[src/rtl/multicycle_control.sv]
// Multicycle RISC-V main controller FSM with ALU decoder.
// Control outputs are Moore on state; pc_write is Mealy on zero; imm_src/alu_control decode IR fields.
module multicycle_control #(
  parameter bit ILLEGAL_HALT = 1'b0
) (
  input  logic       clk,
  input  logic       rst,
  input  logic [6:0] op,
  input  logic [2:0] funct3,
  input  logic       funct7b5,
  input  logic       zero,
  output logic       pc_write,
  output logic       adr_src,
  output logic       mem_write,
  output logic       ir_write,
  output logic       reg_write,
  output logic [1:0] result_src,
  output logic [1:0] alu_src_a,
  output logic [1:0] alu_src_b,
  output logic [1:0] imm_src,
  output logic [2:0] alu_control,
  output logic       illegal,
  output logic [3:0] state
);

  typedef enum logic [3:0] {
    S_FETCH    = 4'd0,
    S_DECODE   = 4'd1,
    S_MEMADR   = 4'd2,
    S_MEMREAD  = 4'd3,
    S_MEMWB    = 4'd4,
    S_MEMWRITE = 4'd5,
    S_EXECR    = 4'd6,
    S_ALUWB    = 4'd7,
    S_EXECI    = 4'd8,
    S_JAL      = 4'd9,
    S_BEQ      = 4'd10,
    S_HALT     = 4'd11
  } state_t;

  localparam logic [6:0] OP_LW  = 7'b0000011;
  localparam logic [6:0] OP_SW  = 7'b0100011;
  localparam logic [6:0] OP_R   = 7'b0110011;
  localparam logic [6:0] OP_I   = 7'b0010011;
  localparam logic [6:0] OP_JAL = 7'b1101111;
  localparam logic [6:0] OP_BEQ = 7'b1100011;

  // ALU decoder: ALUOp 00 add, 01 sub, 10 selects by funct3 (sub only for R-type with funct7b5).
  function automatic logic [2:0] alu_decode(
    input logic [1:0] alu_op,
    input logic       op_b5,
    input logic [2:0] f3,
    input logic       f7b5
  );
    logic [2:0] ctl;
    ctl = 3'b000;
    case (alu_op)
      2'b00: ctl = 3'b000;
      2'b01: ctl = 3'b001;
      2'b10: begin
        case (f3)
          3'b000:  ctl = (op_b5 & f7b5) ? 3'b001 : 3'b000;
          3'b010:  ctl = 3'b101;
          3'b110:  ctl = 3'b011;
          3'b111:  ctl = 3'b010;
          default: ctl = 3'b000;
        endcase
      end
      default: ctl = 3'b000;
    endcase
    return ctl;
  endfunction

  function automatic logic [1:0] imm_decode(input logic [6:0] opc);
    logic [1:0] fmt;
    case (opc)
      OP_SW:   fmt = 2'b01;
      OP_BEQ:  fmt = 2'b10;
      OP_JAL:  fmt = 2'b11;
      default: fmt = 2'b00;
    endcase
    return fmt;
  endfunction

  state_t     state_q, state_d;
  logic [1:0] alu_op;
  logic       pc_update;
  logic       branch;
  logic       mem_write_raw;
  logic       ir_write_raw;
  logic       reg_write_raw;
  logic       illegal_raw;

  always_ff @(posedge clk) begin
    if (rst) begin
      state_q <= S_FETCH;
    end else begin
      state_q <= state_d;
    end
  end

  always_comb begin
    state_d       = S_FETCH;
    alu_op        = 2'b00;
    pc_update     = 1'b0;
    branch        = 1'b0;
    adr_src       = 1'b0;
    mem_write_raw = 1'b0;
    ir_write_raw  = 1'b0;
    reg_write_raw = 1'b0;
    illegal_raw   = 1'b0;
    result_src    = 2'b00;
    alu_src_a     = 2'b00;
    alu_src_b     = 2'b00;
    case (state_q)
      S_FETCH: begin
        ir_write_raw = 1'b1;
        alu_src_b    = 2'b10;
        result_src   = 2'b10;
        pc_update    = 1'b1;
        state_d      = S_DECODE;
      end
      S_DECODE: begin
        // PC+imm lands in ALUOut here so BEQ can use it as the branch target.
        alu_src_a = 2'b01;
        alu_src_b = 2'b01;
        case (op)
          OP_LW, OP_SW: state_d = S_MEMADR;
          OP_R:         state_d = S_EXECR;
          OP_I:         state_d = S_EXECI;
          OP_JAL:       state_d = S_JAL;
          OP_BEQ:       state_d = S_BEQ;
          default: begin
            illegal_raw = 1'b1;
            state_d     = ILLEGAL_HALT ? S_HALT : S_FETCH;
          end
        endcase
      end
      S_MEMADR: begin
        alu_src_a = 2'b10;
        alu_src_b = 2'b01;
        state_d   = (op == OP_LW) ? S_MEMREAD : S_MEMWRITE;
      end
      S_MEMREAD: begin
        adr_src = 1'b1;
        state_d = S_MEMWB;
      end
      S_MEMWB: begin
        result_src    = 2'b01;
        reg_write_raw = 1'b1;
        state_d       = S_FETCH;
      end
      S_MEMWRITE: begin
        adr_src       = 1'b1;
        mem_write_raw = 1'b1;
        state_d       = S_FETCH;
      end
      S_EXECR: begin
        alu_src_a = 2'b10;
        alu_op    = 2'b10;
        state_d   = S_ALUWB;
      end
      S_EXECI: begin
        alu_src_a = 2'b10;
        alu_src_b = 2'b01;
        alu_op    = 2'b10;
        state_d   = S_ALUWB;
      end
      S_ALUWB: begin
        reg_write_raw = 1'b1;
        state_d       = S_FETCH;
      end
      S_JAL: begin
        alu_src_a = 2'b01;
        alu_src_b = 2'b10;
        pc_update = 1'b1;
        state_d   = S_ALUWB;
      end
      S_BEQ: begin
        alu_src_a = 2'b10;
        alu_op    = 2'b01;
        branch    = 1'b1;
        state_d   = S_FETCH;
      end
      S_HALT: begin
        state_d = S_HALT;
      end
      default: begin
        state_d = S_FETCH;
      end
    endcase
  end

  // Write enables are held low during reset so an aborted instruction commits nothing.
  assign pc_write    = ~rst & (pc_update | (branch & zero));
  assign mem_write   = ~rst & mem_write_raw;
  assign ir_write    = ~rst & ir_write_raw;
  assign reg_write   = ~rst & reg_write_raw;
  assign illegal     = ~rst & illegal_raw;
  assign imm_src     = imm_decode(op);
  assign alu_control = alu_decode(alu_op, op[5], funct3, funct7b5);
  assign state       = state_q;

endmodule

[config.mk]
export PLATFORM = sky130hd
export DESIGN_NAME = multicycle_control
export DESIGN_NICKNAME = d
export VERILOG_FILES = /design/src/rtl/multicycle_control.sv
export SDC_FILE = /design/constraint.sdc
export NUM_CORES = 1
export LEC_CHECK = 0
export CAP_MARGIN = 5
export CORE_AREA = 8 8 50 52
export CTS_CLUSTER_SIZE = 16
export DETAILED_ROUTE_END_ITERATION = 10
export DIE_AREA = 0 0 58 60
export PLACE_DENSITY = 0.82
export SLEW_MARGIN = 10
export SYNTH_ARGS = -nofsm -noshare
export SYNTH_HDL_FRONTEND = slang
export SYNTH_SLANG_ARGS = --single-unit
[constraint.sdc]
create_clock -name clk -period 1.9 [get_ports clk]
set_input_delay 0.38 -clock clk [delete_from_list [all_inputs] [get_ports clk]]
set_output_delay 0.38 -clock clk [all_outputs]
set_load 0.1 [all_outputs]
==> impl_metrics.json, run 1 <==
{
  "start_util_pct": 32.5,
  "placed_cells": 163,
  "netlist_instances": 91,
  "cts_sinks": 4,
  "worst_path_end_type": "top-level output",
  "htreeDepth": 1,
  "yosysSeqAreaShare_pct": 13.7,
  "synth_area_um2": 586,
  "die-height_um": 60,
  "tool.error": "[ERROR DPL-0038] Utilization greater than 100%, impossible to legalize",
  "synth_xor_xnor_area_share_pct": 2.99,
  "synth.distinct_cells": 38,
  "cts_buffers": 3,
  "muxShareOfSynthArea_pct": 1.92,
  "hpwl_um": 2320,
  "syn_nets": 107,
  "grt_max_degree": 14,
  "die_w_um": 58,
  "syn_avg_cell_area_um2": 6.43,
  "cts_hold_buf": 0,
  "clk_path_buf_depth": 2,
  "synth_top_family_by_area": "simple AND/OR/NAND/NOR gates",
  "synthAdderAreaFrac_pct": 4.27,
  "io_buffers": 34,
  "synth_edf_count": 0,
  "ys_warn_count": 0,
  "post-place-ws_ns": -0.399,
  "lastStage": "global routing",
  "io_pins": 35,
  "worst_endpoint": "alu_control[0]",
  "cts-root-buf": "clkbuf_4",
  "ys.flop_type": "dfxtp_1",
  "synthSimpleGateAreaFrac_pct": 47.0,
  "routabilityCongestion": 0.843,
  "synthArstFlopShare_pct": 0,
  "status": "stopped before the end",
  "ys_seq_elements": 4,
  "synth_compound_area_share_pct": 22.2,
  "rows": 16
}
==> cells by family after synthesis <==
kind of cell / Yosys count
AO/OA/AOI/OAI: 19
adder cells (fa/ha/maj): 2
flip-flops: 4
buffers and inverters: 11
multiplexers: 1
XOR/XNOR: 2
AND/OR/NAND/NOR: 52
==> synth_stat cells (2+ instances only) <==
library cell  number  area share [%]
o31ai_1            2             2.6
a31oi_1            2             2.1
a21oi_1            2             1.7
xnor2_1            2             3.0
nand2b_1           4             4.3
nor3_1             4             3.4
buf_2              4             3.4
a211oi_1           3             3.8
nor4_1             3             3.2
nor2b_1            2             2.1
nor3b_1            2             2.6
dfxtp_1            4              14
nor2_1            15             9.6
inv_1              5             3.2
ha_1               2             4.3
o21ai_0            5             4.3
nand2_1            9             5.8
==> what timing repair did <==
| action | in CTS |
|---|---|
| endpoints found under the setup margin | 12 |
| gates resized for setup | 40 |
| pin swaps | 8 |
| buffers inserted | 2 |
| cloned | 0 |
==> metrics by stage <==
step | setup TNS, ns | cell area, um2
floorplan | -13.81 | 741
global placement | -1.50 | 1460
detailed placement | -1.85 | 1460
CTS | -0.792 | 1610
==> run 2, diff against run 1 <==
Settings changed: CORE_AREA 8 8 50 52 to 8 8 69 71, CTS_CLUSTER_SIZE 16 to not set, DIE_AREA 0 0 58 60 to 0 0 77 79, PLACE_DENSITY 0.82 to not set, PLACE_DENSITY_LB_ADDON set to 0.15.
==> run 2 against run 1 <==
  * The flow now finishes, with violations (setup timing)
  * Synthesized area is the same
  * Synthesized cell count unchanged
==> impl_metrics.json, run 2 <==
{
  "synthAdderAreaFrac_pct": 4.27,
  "antenna_found_initial": 0,
  "path_max_fanout": 4,
  "start_util_pct": 15.4,
  "drive_gt1_share_pct": 59.1,
  "hp-start": "rst",
  "rsz0062_at_grt": "true",
  "worstSetupEndpointType": "output port",
  "clock_latency_ns": 0.21,
  "hold_path_class": "in2reg",
  "register_area_um2": 95.1,
  "fin_skew_ns": 0.000419,
  "timing.final.ws_setup_ns": -0.275,
  "clk_path_buf_depth": 2,
  "ff2ff_path_depth": 6,
  "first_global_vias": 914,
  "synth_area_um2": 586,
  "worst_setup_path_start_kind": "flip-flop",
  "worstSetupPathType": "reg2out",
  "path_cells": "nand2b_4 -> mux2_4 -> nor2_4 -> ha_4 -> nor3b_4 -> nor2_2 -> nor2_4 -> buf_12",
  "cts-root-buf": "clkbuf_8",
  "post-place-ws_ns": -0.377,
  "slew_viol_final": 0,
  "ys.flop_type": "dfxtp_1",
  "p_leak_uw": 0.000647,
  "overflow": 0,
  "syn_avg_cell_area_um2": 6.43,
  "final_common_cell": "buf_4",
  "critical_path_required_ns": 1.52,
  "core_um2": 3800,
  "drv_cap": 0,
  "synthArstFlopShare_pct": 0,
  "final_cell_mix": "buf_4, buf_12, nor2_1, nand2_1, dlygate4sd2_1",
  "cp_num_buf_inv": 1,
  "synthSimpleGateAreaFrac_pct": 47.0,
  "dr.pass1.iters": 4,
  "netlist_instances": 91,
  "grt_max_degree": 14,
  "num_antenna_cells": 0,
  "multi_input_area_um2": 663,
  "n_fill_cell": 394,
  "die_w_um": 77,
  "cts_buffers": 3,
  "die-height_um": 79,
  "finalHoldViolCount": 0,
  "routabilityCongestion": 0.871,
  "yosysSeqAreaShare_pct": 13.7,
  "post-route-util_pct": 43.2,
  "syn_nets": 107,
  "largest_reg_flops": 4,
  "io_pins": 35,
  "yosysTopAreaCell": "dfxtp_1",
  "synth_most_common_cell": "nor2_1",
  "power.density_nw_per_um2": 365,
  "worstPathArrival_ns": 1.80,
  "cp_common_cell": "nor2_4",
  "timing.rr.end": "state[2]",
  "r2r_slack_ns": 0.29,
  "grt_pass1_wl_um": 4230,
  "ant_nets": 0,
  "critical_path.slowest_cell": "dfxtp_4",
  "clkSlewWorstSetupHoldPaths_ns": 0.03,
  "final_nets": 167,
  "synth.distinct_cells": 38,
  "viasPerCell": 4.28,
  "synth_commonest_cells": "nor2_1, nand2_1, inv_1, o21ai_0",
  "cts_hold_buf": 0,
  "timing.fmax_mhz": 460,
  "rows": 23,
  "vdd_ir_drop_max_v": 0.000171,
  "min_path_cells": 3,
  "synthTopCellsByArea": "dfxtp_1, nor2_1, nand2_1, ha_1, nand2b_1",
  "synth_compound_area_share_pct": 22.2,
  "synthToLayoutAreaGrowth_pct": 180,
  "fin_crit_sh_pct": 114,
  "hpwl_um": 2140,
  "ys_seq_elements": 4,
  "synth_edf_count": 0,
  "cts_setup_buffers": 0,
  "p_total_uw": 599,
  "relSlewSlack_pct": 76.1,
  "htreeDepth": 1,
  "cts_tree": "done",
  "routed_wirelength_um": 2520,
  "violations": "setup timing",
  "met2_usage_pct": 15.1,
  "synth_top_area_share_pct": 13.7,
  "wl_per_cell_um": 12.7,
  "muxShareOfSynthArea_pct": 1.92,
  "io_buffers": 34,
  "tightestPinTransition_ns": 0.356,
  "slowest_delay_ns": 0.35,
  "rr_startpoint": "state[0]",
  "gr-usage-met3_pct": 1.58,
  "track_usage_pct": 8.16,
  "ys_warn_count": 0,
  "grt.met1_usage_pct": 9.09,
  "synth_xor_xnor_area_share_pct": 2.99,
  "critical_path.top_delay_family": "simple AND/OR/NAND/NOR gates",
  "holdPathEnd": "state[0]",
  "drtIter0Drc": 37,
  "synth_top_family_by_area": "simple AND/OR/NAND/NOR gates",
  "grt_busiest_layer": "met2",
  "status": "finished, violations left",
  "cts_sinks": 4,
  "setup_viol": 5,
  "drc_errors": 0,
  "die_area_um2": 6080,
  "via_count": 852,
  "tns_ns": -0.695,
  "min_period_ns": 2.18
}
[run 2: cell counts after synthesis]
No cell type changed its count.
[run 2: cell families after synthesis]
| family | count (synthesis) |
|---|---|
| mux | 1 |
| fa+ha+maj | 2 |
| flops | 4 |
| simple gates | 52 |
| buf+inv | 11 |
| xor+xnor | 2 |
| compound gates | 19 |
[run 2: worst max-delay path by stage]
| stage | slack, ns | from | cells past startpoint | to |
|---|---|---|---|---|
| floorplan | -2.43 | state[0] | 5 | illegal |
| global placement | -0.35 | op[2] | 5 | imm_src[0] |
| detailed placement | -0.38 | op[2] | 5 | imm_src[0] |
| CTS | -0.26 | state[2] | 6 | alu_control[2] |
| global route | -0.33 | state[2] | 8 | alu_control[0] |
| finish | -0.28 | state[2] | 8 | alu_control[0] |
[run 2: final cells by class]
| cell class | count | share of cell area (%) |
|---|---|---|
| clock buffers | 3 | 2.52 |
| inverters | 5 | 1.14 |
| multi-input cells | 76 | 40.4 |
| flip-flops and latches | 4 | 5.80 |
| well taps | 50 | 3.81 |
| repair buffers | 61 | 46.3 |
[run 2: power breakdown]
group | internal (uW) | switching, uW | total (uW)
Clock | 135 | 38.8 | 173
Sequential | 83.0 | 1.56 | 84.6
Combinational | 139 | 203 | 342
Total | 356 | 243 | 599
[run 2: worst min-delay path: cells and delay by family]
family / cells / cell delay, ns
compound gates: 1 / 0.04
buf+inv: 2 / 0.38
[run 2: per-layer routing]
metal,share of wire (%),up-vias,wire length (um)
met5,0,-,0
met4,0.91,0,23
met3,4.0,2,101
met2,52,25,1320
met1,43,386,1080
li1,-,439,-
[run 2: stage by stage]
stage | instances | area, um2 | hold slack (ns)
after global placement | 196 | 1510 | 0.662
after detailed placement | 196 | 1510 | 0.663
after global routing | 199 | 1640 | 0.644
final | 199 | 1640 | 0.625
after CTS | 199 | 1620 | 0.627
after floorplan | 91 | 741 | 0.639
[run 2: repair_timing]
item / 4_1_cts / 5_1_grt
gates resized for setup: 32 / 4
pin swaps: 8 / 1
endpoints found under the setup margin: 8 / 7
(Power assumes the default switching activity.)
==> run 3, diff against run 2 <==
Settings changed: CTS_CLUSTER_SIZE set to 12.
==> results of run 3 <==
Same layout as run 2: the final DEF is identical, and so are final timing and power.
==> run 4, diff against run 3 <==
Settings changed: GPL_TIMING_DRIVEN set to 0, PLACE_DENSITY set to 0.49, PLACE_DENSITY_LB_ADDON 0.15 to not set, SLEW_MARGIN 10 to not set.
==> run 4 against run 3 <==
  * The run still ends with setup timing left
  * Clock skew is 0.0018 ns higher
  * Cell area is 5.8% lower
  * Count of clock-buffer cells in the layout unchanged
  * Critical path depth down 1
  * Non-clock buffer count increased by 2
  * Setup slack worse by 0.028 ns
  * Die area unchanged
  * Core utilization decreased by 2.5 points
  * Critical endpoint is now alu_control[2]
==> impl_metrics.json, run 4 (synthesis results as in run 2) <==
{
  "status": "finished, violations left",
  "violations": "setup timing",
  "cts-root-buf": "clkbuf_8",
  "first_global_vias": 865,
  "worstSetupPathType": "reg2out",
  "relSlewSlack_pct": 36.2,
  "min_period_ns": 2.20,
  "tns_ns": -0.876,
  "dr.pass1.iters": 4,
  "setup_viol": 4,
  "io_buffers": 33,
  "slew_viol_final": 0,
  "fin_skew_ns": 0.00221,
  "hpwl_um": 1870,
  "ff2ff_path_depth": 8,
  "final_cell_mix": "buf_4, nor2_4, buf_6",
  "clkSlewWorstSetupHoldPaths_ns": 0.03,
  "ant_nets": 0,
  "cts_buffers": 3,
  "overflow": 0,
  "clk_path_buf_depth": 2,
  "drtIter0Drc": 28,
  "final_nets": 169,
  "path_cells": "buf_8 -> mux2_4 -> nor2_4 -> ha_4 -> nand2_4 -> nor4_4 -> buf_6",
  "grt_max_degree": 11,
  "timing.rr.end": "state[2]",
  "hold_path_class": "reg2reg",
  "cts_tree": "done",
  "hp-start": "state[3]",
  "drc_errors": 0,
  "gr-usage-met3_pct": 1.81,
  "critical_path.slowest_cell": "dfxtp_4",
  "r2r_slack_ns": 0.39,
  "finalHoldViolCount": 0,
  "die-height_um": 79,
  "routed_wirelength_um": 2880,
  "tightestPinTransition_ns": 0.961,
  "power.density_nw_per_um2": 377,
  "antenna_found_initial": 0,
  "timing.fmax_mhz": 454,
  "track_usage_pct": 8.47,
  "worst_setup_path_start_kind": "flip-flop",
  "grt_busiest_layer": "met2",
  "htreeDepth": 1,
  "timing.final.ws_setup_ns": -0.304,
  "clock_latency_ns": 0.22,
  "wl_per_cell_um": 14.3,
  "slowest_delay_ns": 0.36,
  "worstSetupEndpointType": "output port",
  "holdPathEnd": "state[3]",
  "drv_cap": 0,
  "min_path_cells": 3,
  "synthToLayoutAreaGrowth_pct": 164,
  "cts_sinks": 4,
  "critical_path_required_ns": 1.52,
  "largest_reg_flops": 4,
  "grt_pass1_wl_um": 4300,
  "vdd_ir_drop_max_v": 0.000129,
  "rr_startpoint": "state[1]",
  "viasPerCell": 4.40,
  "post-route-util_pct": 40.7,
  "rsz0062_at_grt": "true",
  "met2_usage_pct": 15.0,
  "final_common_cell": "buf_4",
  "p_leak_uw": 0.000629,
  "routabilityCongestion": 0.871,
  "rows": 23,
  "start_util_pct": 15.4,
  "grt.met1_usage_pct": 9.76,
  "drive_gt1_share_pct": 65.6,
  "core_um2": 3800,
  "path_max_fanout": 5,
  "num_antenna_cells": 0,
  "die_w_um": 77,
  "via_count": 885,
  "die_area_um2": 6080,
  "worstPathArrival_ns": 1.82,
  "io_pins": 35,
  "fin_crit_sh_pct": 116
}
[run 4: changes by cell type in the layout (fill, tap and decap cells not counted), sizes merged]
| cell | before | now |
|---|---|---|
| buf | 50 | 46 |
| clkbuf | 3 | 11 |
| clkdlybuf4s15 | 0 | 1 |
| dlygate4sd2 | 6 | 3 |
[run 4: final cells by class]
class | instances | area, um2
clock buffer | 3 | 41.3
inverter | 5 | 18.8
timing repair buffer | 57 | 529
multi-input combinational | 76 | 722
tap | 50 | 62.6
buffer | 6 | 76.3
sequential | 4 | 95.1
fill | 370 | 2250
[run 4: worst max path at each step]
stage / start / slack (ns) / to / depth (start not counted)
2_1_floorplan: state[0] / -2.43 / illegal / 5
6_report: state[1] / -0.30 / alu_control[2] / 7
3_5_place_dp: op[4] / -1.36 / imm_src[0] / 5
5_1_grt: state[1] / -0.35 / alu_control[2] / 7
4_1_cts: state[2] / -0.33 / alu_control[2] / 6
3_3_place_gp: op[4] / -1.34 / imm_src[0] / 5
[run 4: critical path: cells and delay by family (launching register included)]
| family | cells | cell delay [ns] |
|---|---|---|
| DFF | 1 | 0.36 |
| adders and majority gates | 1 | 0.16 |
| buffers and inverters | 2 | 0.38 |
| and+or+nand+nor | 3 | 0.40 |
| muxes | 1 | 0.31 |
[run 4: layer usage]
layer,vias to the layer above,wire length (um)
li1,443,-
met1,411,1220
met2,27,1450
met3,4,167
met4,0,42
met5,-,0
[run 4: report_power, final]
part / internal (uW) / total, uW / switching (uW)
sequential: 83.0 / 85.2 / 2.24
clock: 135 / 181 / 45.5
combinational: 112 / 316 / 205
[run 4: per-stage QoR]
stage / setup WS (ns) / instances / hold WS (ns) / total power, uW / area (um2)
2_1_floorplan: -2.43 / 91 / 0.639 / 280 / 741
3_3_place_gp: -1.34 / 174 / 0.591 / 356 / 1130
3_5_place_dp: -1.36 / 174 / 0.582 / 357 / 1130
4_1_cts: -0.334 / 186 / 0.610 / 548 / 1310
5_1_grt: -0.346 / 201 / 0.677 / 603 / 1550
6_report: -0.304 / 201 / 0.633 / 582 / 1550
[run 4: what timing repair did]
| item | CTS | global route |
|---|---|---|
| hold buffers | 0 | 0 |
| buffers inserted | 9 | 15 |
| pin swaps | 10 | 10 |
| gates resized for setup | 153 | 45 |
| setup endpoints to repair | 22 | 14 |
